===== config.mk =====
export PLATFORM = sky130hd
export DESIGN_NAME = neuro_mac_engine
export DESIGN_NICKNAME = d
export VERILOG_FILES = /design/src/rtl/neuro_mac_engine_pkg.sv /design/src/rtl/neuro_mac_engine_lane.sv /design/src/rtl/neuro_mac_engine.sv
export SDC_FILE = /design/constraint.sdc
export NUM_CORES = 1
export LEC_CHECK = 0
export CORE_ASPECT_RATIO = 2
export CORE_UTILIZATION = 35
export DETAILED_ROUTE_END_ITERATION = 7
export HOLD_SLACK_MARGIN = 0.08
export PLACE_DENSITY = 0.51
export REMOVE_ABC_BUFFERS = 1
export SLEW_MARGIN = 20
export SYNTH_ARGS = -nofsm -noshare
export SYNTH_HDL_FRONTEND = slang
export SYNTH_SLANG_ARGS = --single-unit

===== constraint.sdc =====
create_clock -name CLK -period 5.2 [get_ports CLK]
set_clock_uncertainty 0.05 [all_clocks]
set_input_delay 1.56 -clock CLK [delete_from_list [all_inputs] [get_ports CLK]]
set_output_delay 1.56 -clock CLK [all_outputs]
set_load 0.005 [all_outputs]

===== src/rtl/neuro_mac_engine_pkg.sv =====
// Shared types and helpers for the neurocore multiply-accumulate engine.
package neuro_pkg;

  typedef enum logic [1:0] {
    IDLE    = 2'd0,
    COMPUTE = 2'd1,
    OUTPUT  = 2'd2
  } state_t;

  localparam logic LOAD_SEL_X = 1'b0;
  localparam logic LOAD_SEL_W = 1'b1;

  // Accumulator width that cannot overflow for a DEPTH-long sum of full products.
  function automatic int acc_w(input int data_w, input int depth);
    return 2 * data_w + $clog2(depth);
  endfunction

endpackage


===== src/rtl/neuro_mac_engine_lane.sv =====
// One dot-product lane: registered signed multiplier feeding a cleared/enabled accumulator.
module neuro_mac_lane
  import neuro_pkg::*;
#(
  parameter int DATA_W = 8,
  parameter int ACC_W  = 19
) (
  input  logic                     clk,
  input  logic                     rst,
  input  logic                     clr,
  input  logic                     en,
  input  logic signed [DATA_W-1:0] w,
  input  logic signed [DATA_W-1:0] x,
  output logic signed [ACC_W-1:0]  acc
);

  localparam int PROD_W = 2 * DATA_W;

  logic signed [PROD_W-1:0] prod_p0;
  logic                     vld_p0;
  logic signed [ACC_W-1:0]  acc_p1;

  // Stage p0: full-width signed product
  always_ff @(posedge clk) begin
    prod_p0 <= w * x;
  end

  always_ff @(posedge clk) begin
    if (rst) vld_p0 <= 1'b0;
    else     vld_p0 <= en;
  end

  // Stage p1: sign-extended accumulate
  always_ff @(posedge clk) begin
    if (rst || clr)  acc_p1 <= '0;
    else if (vld_p0) acc_p1 <= acc_p1 + {{(ACC_W - PROD_W){prod_p0[PROD_W-1]}}, prod_p0};
  end

  assign acc = acc_p1;

endmodule


===== src/rtl/neuro_mac_engine.sv =====
// Multi-lane signed MAC engine: operand buffers, load pointers, control FSM and result stream.
// Optional build macro NEURO_MAC_RELU_EN clamps negative results to zero on the output path.
module neuro_mac_engine
  import neuro_pkg::*;
#(
  parameter int DATA_W = 8,
  parameter int LANES  = 4,
  parameter int DEPTH  = 8,
  parameter int ACC_W  = acc_w(DATA_W, DEPTH)
) (
  input  logic                       CLK,
  input  logic                       RESET,
  input  logic                       load_valid,
  output logic                       load_ready,
  input  logic                       load_sel,
  input  logic [DATA_W-1:0]          load_data,
  input  logic                       load_clr,
  input  logic                       start,
  output logic                       busy,
  output logic                       res_valid,
  input  logic                       res_ready,
  output logic [ACC_W-1:0]           res_data,
  output logic [$clog2(LANES)-1:0]   res_lane,
  output logic                       res_last,
  output logic                       done
);

  localparam int K_W    = $clog2(DEPTH);
  localparam int WP_W   = $clog2(LANES * DEPTH);
  localparam int LANE_W = $clog2(LANES);

  state_t state, state_nxt;

  logic signed [DATA_W-1:0] x_buf [DEPTH];
  logic signed [DATA_W-1:0] w_buf [LANES*DEPTH];
  logic signed [ACC_W-1:0]  acc_arr [LANES];

  logic [K_W-1:0]    x_ptr;
  logic [WP_W-1:0]   w_ptr;
  logic [K_W-1:0]    k;
  logic [LANE_W-1:0] lane_idx;
  logic              drained;
  logic              done_q;

  logic load_fire, start_fire, acc_clr, acc_en, res_fire, last_fire;

  function automatic logic signed [ACC_W-1:0] relu(input logic signed [ACC_W-1:0] v);
`ifdef NEURO_MAC_RELU_EN
    return (v < 0) ? '0 : v;
`else
    return v;
`endif
  endfunction

  assign load_fire  = load_valid && (state == IDLE);
  assign start_fire = start && (state == IDLE);
  assign acc_clr    = start_fire;
  assign acc_en     = (state == COMPUTE);
  assign res_fire   = res_valid && res_ready;
  assign last_fire  = res_fire && res_last;

  always_ff @(posedge CLK) begin
    if (RESET) state <= IDLE;
    else       state <= state_nxt;
  end

  always_comb begin
    state_nxt = state;
    case (state)
      IDLE:    if (start)            state_nxt = COMPUTE;
      COMPUTE: if (k == K_W'(DEPTH - 1)) state_nxt = OUTPUT;
      OUTPUT:  if (last_fire)        state_nxt = IDLE;
      default:                       state_nxt = IDLE;
    endcase
  end

  always_comb begin
    load_ready = 1'b0;
    busy       = 1'b1;
    res_valid  = 1'b0;
    res_last   = 1'b0;
    case (state)
      IDLE:    begin load_ready = 1'b1; busy = 1'b0; end
      OUTPUT:  begin
        res_valid = drained;
        res_last  = drained && (lane_idx == LANE_W'(LANES - 1));
      end
      default: ;
    endcase
  end

  assign res_data = relu(acc_arr[lane_idx]);
  assign res_lane = lane_idx;
  assign done     = done_q;

  // A write in the same cycle as load_clr lands at the old pointer.
  always_ff @(posedge CLK) begin
    if (load_fire) begin
      if (load_sel == LOAD_SEL_X) x_buf[x_ptr] <= load_data;
      else                        w_buf[w_ptr] <= load_data;
    end
  end

  always_ff @(posedge CLK) begin
    if (RESET) begin
      x_ptr <= '0;
      w_ptr <= '0;
    end else if (state == IDLE) begin
      if (load_clr) begin
        x_ptr <= '0;
        w_ptr <= '0;
      end else if (load_valid) begin
        if (load_sel == LOAD_SEL_X) x_ptr <= x_ptr + 1'b1;
        else w_ptr <= (w_ptr == WP_W'(LANES * DEPTH - 1)) ? '0 : w_ptr + 1'b1;
      end
    end
  end

  always_ff @(posedge CLK) begin
    if (RESET) begin
      k        <= '0;
      lane_idx <= '0;
      drained  <= 1'b0;
      done_q   <= 1'b0;
    end else begin
      if (start_fire)              k <= '0;
      else if (state == COMPUTE)   k <= k + 1'b1;
      if (last_fire)               lane_idx <= '0;
      else if (res_fire)           lane_idx <= lane_idx + 1'b1;
      // The last product is still in the lane pipeline on the first OUTPUT cycle.
      drained <= (state == OUTPUT) && !last_fire;
      done_q  <= last_fire;
    end
  end

  for (genvar l = 0; l < LANES; l++) begin : g_lane
    localparam logic [WP_W-1:0] ROW_BASE = WP_W'(l * DEPTH);
    logic [WP_W-1:0] w_idx;
    assign w_idx = ROW_BASE + WP_W'(k);

    neuro_mac_lane #(
      .DATA_W (DATA_W),
      .ACC_W  (ACC_W)
    ) u_lane (
      .clk (CLK),
      .rst (RESET),
      .clr (acc_clr),
      .en  (acc_en),
      .w   (w_buf[w_idx]),
      .x   (x_buf[k]),
      .acc (acc_arr[l])
    );
  end

endmodule

Word level (Yosys, flattened, before mapping) --
Memory sizes are Yosys's and may differ from the RTL's. A register that Yosys moved wholly into a read port is not among the register bits. Index checks and enable logic that the tools add are counted.
Storage, ports and cells: output and inout bits 26, memory bits (writable) 320, bits in registers 158, memories 2
Cells by class: muxes and demuxes 28, $lt $le $gt $ge 1, eq/ne operators 9, bitwise operators 1, multiply operators 4, reductions and logical operators 16, add/sub/neg operators 11
Memory list:
- w_buf | words 32, width 8, rd ports 4, clocked after memory_dff 1, write ports 1, RTL line neuro_mac_engine.sv:35 | logic signed [DATA_W-1:0] w_buf [LANES*DEPTH];
- x_buf | words 8, width 8, rd ports 1, clocked after memory_dff 1, write ports 1, RTL line neuro_mac_engine.sv:34 | logic signed [DATA_W-1:0] x_buf [DEPTH];
Operators by type and width (number):
- 19-bit adder | 4
- 8-bit by 8-bit multiplier with 16-bit output | 4
- 19-bit binary-select mux with 2-bit select | 1
- 19-bit 2-to-1 mux | 2
- 5-bit 2-to-1 mux | 6
- 3-bit 2-to-1 mux | 5
- 1-bit 2-to-1 mux | 10
- 3-bit AND reduction | 3
- 3-bit by 1-bit adder with 3-bit output, second input constant | 2
- 1-bit logical AND | 6
- 2-bit 2-to-1 mux | 3
- 2-bit != test, second input constant | 3
- 2-bit one-hot mux with 3 select lines | 1
- 4-bit by 3-bit adder with 5-bit output, first input constant | 1
- 4-bit by 4-bit adder with 5-bit output, first input constant | 1
- 5-bit by 1-bit adder with 5-bit output, second input constant | 1
- 5-bit by 3-bit adder with 5-bit output, first input constant | 1
- 5-bit equality test, second input constant | 1
- 2-bit equality test, second input constant | 2
- 2-bit nonzero test | 2
- 2-bit OR reduction | 2
- 3-bit equality test, second input constant | 1
- 3-bit >= comparator, second input constant | 1
- 2-bit NOT with 3-bit output | 1
- other kinds (6) | 6

Depth between registers and ports, before layout --
depth after elaboration 6, depth in mapped cells 23, mapped depth without buffers 20

Cells and area by module --
Synthesis repeated with hierarchy kept, for this count alone.
Unflattened totals: cells, all modules 2636, area, all modules 31348.8 um^2
By module, submodules not included:
- neuro_mac_engine | times used 1, area each 13649.3 um^2, cells each 651, seq. area each 10009.6 um^2
- neuro_mac_lane at g_lane[1].u_lane | times used 1, area each 4544.4 um^2, cells each 519, seq. area each 720.7 um^2
- neuro_mac_lane at g_lane[0].u_lane | times used 1, area each 4428.0 um^2, cells each 495, seq. area each 720.7 um^2
- neuro_mac_lane at g_lane[2].u_lane | times used 1, area each 4404.2 um^2, cells each 495, seq. area each 720.7 um^2
- neuro_mac_lane at g_lane[3].u_lane | times used 1, area each 4322.9 um^2, cells each 476, seq. area each 720.7 um^2

Worst setup path after synthesis --
Ideal clock, no wire load.
path type register -> register, start register k[0], end register g_lane[2].u_lane.prod_p0[14], data arrival time 5.585 ns, buffers on the path 3, period minus slack after synthesis 5.757 ns, setup slack -0.557 ns, cell stages (with the launch flop) 23, cells stage by stage dfxtp_1 > clkbuf_1 > buf_2 > buf_2 > mux4_2 > mux2i_1 > nor2_1 > fa_1 > inv_1 > fa_1 > inv_1 > fa_1 > inv_1 > fa_1 > inv_1 > ha_1 > a21oi_1 > o21bai_1 > a21oi_1 > o21bai_1 > a21oi_1 > nor3_1 > a311o_1
Between the ends: longest elaborated chain between the ends 3
RTL lines:
- from (decl) | RTL line neuro_mac_engine.sv:40 | logic [K_W-1:0] k;
- from (signal assigned) | RTL line neuro_mac_engine.sv:127 | else if (state == COMPUTE) k <= k + 1'b1;
- 5-bit by 3-bit adder with 5-bit output | RTL line neuro_mac_engine.sv:139 | assign w_idx = ROW_BASE + WP_W'(k);
- memory read 32 x 8 bit
- 8-bit by 8-bit multiplier with 16-bit output | RTL line neuro_mac_engine_lane.sv:25 | prod_p0 <= w * x;
- to (signal assigned) | RTL line neuro_mac_engine_lane.sv:25
- to (decl) | RTL line neuro_mac_engine_lane.sv:19 | logic signed [PROD_W-1:0] prod_p0;
No other way between the ends. A chain may end at the register's enable or synchronous reset.

==> impl_metrics.csv <==
group,metric,value,unit
worst_setup_path,cp_cell_sequence,"clkbuf_16 -> clkbuf_16 -> mux4_2 -> mux2_2 -> nor2b_1 -> fa_1 -> fa_1 -> fa_1 -> inv_1 -> fa_1 -> inv_1 -> ha_1 -> a21boi_2 -> o21ai_2 -> a21boi_2 -> o21ai_2 -> or4b_4 -> o211ai_1",
worst_setup_path,cp-start-kind,"flop",
min_path,hp-start,"g_lane[1].u_lane.acc[18]$_SDFFE_PP0P_",
synthesis,syn_inst,2639,
run_status,violations,"setup timing",
worst_setup_path,crit_family,"adder cells",
cts,cts_tree,"yes",
global_route,gr-usage-met1,17.2,%
die,fp.dieW,211,um
timing,max_slew_margin,30.2,%
worst_setup_path,critical_path_required,5650,ps
finish,layout_commonest_cell,"nor2_1",
finish,layout_common_cells,"344 x nor2_1, 329 x inv_1, 320 x edfxtp_1",
timing,period_share,101,%
route,drc,0,
cts,cts_made_buffers,45,
synthesis,synth.area.top_cells,"edfxtp_1 31%, fa_1 15%, dfxtp_1 11%, ha_1 8.0%, mux4_2 7.3%",
place,gp_congestion,0.869,
die,die-height,421,um
cts,cts_buffer_depth,3,
global_route,grtUsageMet3,1.32,%
finish,nets,3340,
synthesis,async_flop_share,0,%
global_route,grt_pass1_wl,121,mm
place,placed_cells,3973,
place,io_buffers,40,
global_route,grt_overflow,0,
timing,tightest_slew,1050,ps
job,max_cap_violations,0,
place,hpwlAfterDp,59.9,mm
cts,h-tree-depth,2,
cts,clock_latency,590,ps
power_and_ir_drop,power_density,460,mW/mm^2
route,drtIter0Drc,734,
worst_setup_path,critPathMaxFanout,5,
run_status,status,"finished with violations",
synthesis,yosysWarnings,0,
synthesis,ys_seq_area_share,41.8,%
finish,final_cell_area,0.0370,mm^2
synthesis,yosysTopAreaCell,"edfxtp_1",
timing,finalHoldViolCount,0,
route,ant_nets,0,
route,drt-wirelength-per-cell,19.0,um
route,num_vias,20200,
die,die_area,0.0889,mm^2
global_route,first_global_vias,21900,
finish,area_growth,20.7,%
route,drt-total-wl,78.1,mm
worst_setup_path,slowest_delay,510,ps
worst_setup_path,cp.buffers_inverters,4,
synthesis,yosysUniqueCellTypes,73,
worst_setup_path,r2r-end,"g_lane[0].u_lane.prod_p0[14]$_DFF_P_",
global_route,grt.met2_usage,36.2,%
global_route,grt_max_degree,52,
cts,cts_sinks,481,
min_path,hold_class,"flop to flop",
worst_setup_path,rrSetupSlack,-60,ps
die,io_pins,41,
synthesis,ys_ff_latch,481,
cts,clk_pin_slew,60,ps
global_route,antenna_found_initial,1,
timing,setup_violations,5,
synthesis,mappedNetlistArea,0.0307,mm^2
global_route,grt_usage,17.7,%
timing,period_needed,5260,ps
synthesis,synth_ff_type,"edfxtp_1",
timing,drv_slew,0,
timing,rsz0062_at_grt,"yes",
die,num_rows,153,
min_path,whs_path_depth,2,
global_route,busiest_layer,"met2",
worst_setup_path,cp_slowest_cell,"fa_1",
route,vias_per_cell,4.93,
power_and_ir_drop,vdd.ir_drop.worst,291,uV
die,start_util,35.3,%
worst_setup_path,endpoint_kind,"flop",
timing,fin_ws,-63.9,ps
finish,multi_input_area,0.0170,mm^2
place,place_ws,-273,ps
cts,ctsHoldBuffers,0,
worst_setup_path,crit_type,"flop to flop",
place,dpl-instance-area,0.0342,mm^2
finish,regArea,0.0128,mm^2
finish,layout.cells.non_filler,4102,
min_path,hold-path-endpoint,"g_lane[1].u_lane.acc[18]$_SDFFE_PP0P_",
synthesis,avgSynthCellArea,11.6,um^2
die,coreArea,0.0869,mm^2
finish,fillers,8179,
worst_setup_path,r2r_cells,18,
worst_setup_path,arrival,5710,ps
power_and_ir_drop,power.leakage,0.0147,uW
synthesis,synth-edff-count,320,
route,firstDrtPassIters,6,
synthesis,synth_top_area_share,31.3,%
cts,clockRootBuffer,"clkbuf_16",
timing,fmax,190,MHz
finish,final_layout_size_suffix_gt1_share,20.6,%
worst_setup_path,crit_top_cell,"fa_1",
registers in the layout, indices dropped and copies added, names as in the netlist, 2 cells and up, named ones only:
name,flops
k,3
x_buf,64
w_ptr,5
w_buf,256
x_ptr,3
g_lane.u_lane.acc,76
g_lane.u_lane.prod_p0,64
state,2
res_lane,2
routing by layer:
layer / share of wire, % / wire (um)
met3: 2.0 / 1590
met2: 57 / 44900
met5: 0 / 0
met1: 35 / 27000
met4: 5.9 / 4600
metrics by stage:
stage | hold slack (ps) | total power (uW) | TNS [ps] | utilization, %
5_1_grt | 448 | 18500 | -2810 | 42.6
2_1_floorplan | 389 | 10200 | -67940 | -
4_1_cts | 429 | 16400 | -336 | 41.5
6_report | 427 | 17000 | -239 | 42.6
3_3_place_gp | 402 | 12600 | -1240 | 39.4
3_5_place_dp | 417 | 12800 | -1650 | 39.4
cells in the mapped netlist, drive strengths merged, types with 4 or more instances:
| library cell | n |
|---|---|
| buf | 25 |
| a21oi | 92 |
| a211o | 4 |
| fa | 224 |
| clkbuf | 62 |
| a21o | 28 |
| o21bai | 5 |
| xnor2 | 78 |
| nor2b | 53 |
| nand2 | 90 |
| nor3 | 46 |
| ha | 197 |
| xor2 | 17 |
| mux4 | 99 |
| or3b | 4 |
| edfxtp | 320 |
| o211ai | 7 |
| a211oi | 24 |
| o21a | 15 |
| and3 | 12 |
| nand3 | 38 |
| nand4b | 4 |
| nand3b | 7 |
| mux2i | 79 |
| o21ai | 54 |
| inv | 349 |
| nand2b | 23 |
| nand4 | 10 |
| a21boi | 9 |
| nor2 | 353 |
| a31oi | 12 |
| nor4b | 5 |
| and2 | 5 |
| o22ai | 4 |
| o311a | 7 |
| dfxtp | 161 |
| o211a | 5 |
| or3 | 16 |
| nor4 | 5 |
| or2 | 52 |
| o31ai | 5 |
worst reg2reg max path: cells and delay by family, from the launching register on:
kind | cells | cell delay (ps)
simple gates | 2 | 620
mux | 2 | 790
buf+inv | 4 | 400
compound gates | 5 | 710
fa+ha+maj | 5 | 2250
flops | 1 | 390
worst max-delay path by stage:
stage,from,endpoint,slack (ps),depth (start not counted)
5_1_grt,flop,g_lane[0].u_lane.prod_p0[14]$_DFF_P_,-300,20
6_report,flop,g_lane[0].u_lane.prod_p0[14]$_DFF_P_,-60,18
4_1_cts,flop,g_lane[2].u_lane.prod_p0[15]$_DFF_P_,-70,22
2_1_floorplan,flop,g_lane[2].u_lane.prod_p0[14]$_DFF_P_,-2190,17
3_3_place_gp,k[0]$_SDFFE_PP0P_,g_lane[2].u_lane.prod_p0[15]$_DFF_P_,-190,21
3_5_place_dp,k[0]$_SDFFE_PP0P_,g_lane[2].u_lane.prod_p0[14]$_DFF_P_,-270,22
cell families after synthesis:
group                      Yosys count  synth area share (%)
AOI/OAI and AO/OA                  295                  6.38
xor gates and xnor gates            95                  2.71
adders and majority gates          421                  22.6
buffers and inverters              436                  5.39
and+or+nand+nor                    731                  11.1
DFF                                481                  41.8
muxes                              180                  9.92
cell type report:
type | count | share of cell area, %
flip-flops and latches | 481 | 34.7
inverters | 349 | 3.54
diodes | 2 | 0.0135
multi-input cells | 1722 | 45.9
repair buffers | 305 | 7.94
clock inverters | 32 | 0.902
well taps | 1162 | 3.93
clock buffers | 49 | 3.14
power breakdown:
part	total, uW	switching (uW)	leakage [uW]	internal, uW
combinational	8990	4520	0.00978	4480
clock	3390	1500	0.000721	1880
sequential	4660	220	0.00421	4440
total	17000	6240	0.0147	10800
what timing repair did:
action / CTS / global route
pin swaps: 7 / 44
setup endpoints to repair: 16 / 23
gates resized for setup: 51 / 143
cloned: 1 / 5
buffers inserted: 11 / 29
Note: power is estimated with default switching activity, not from simulation.
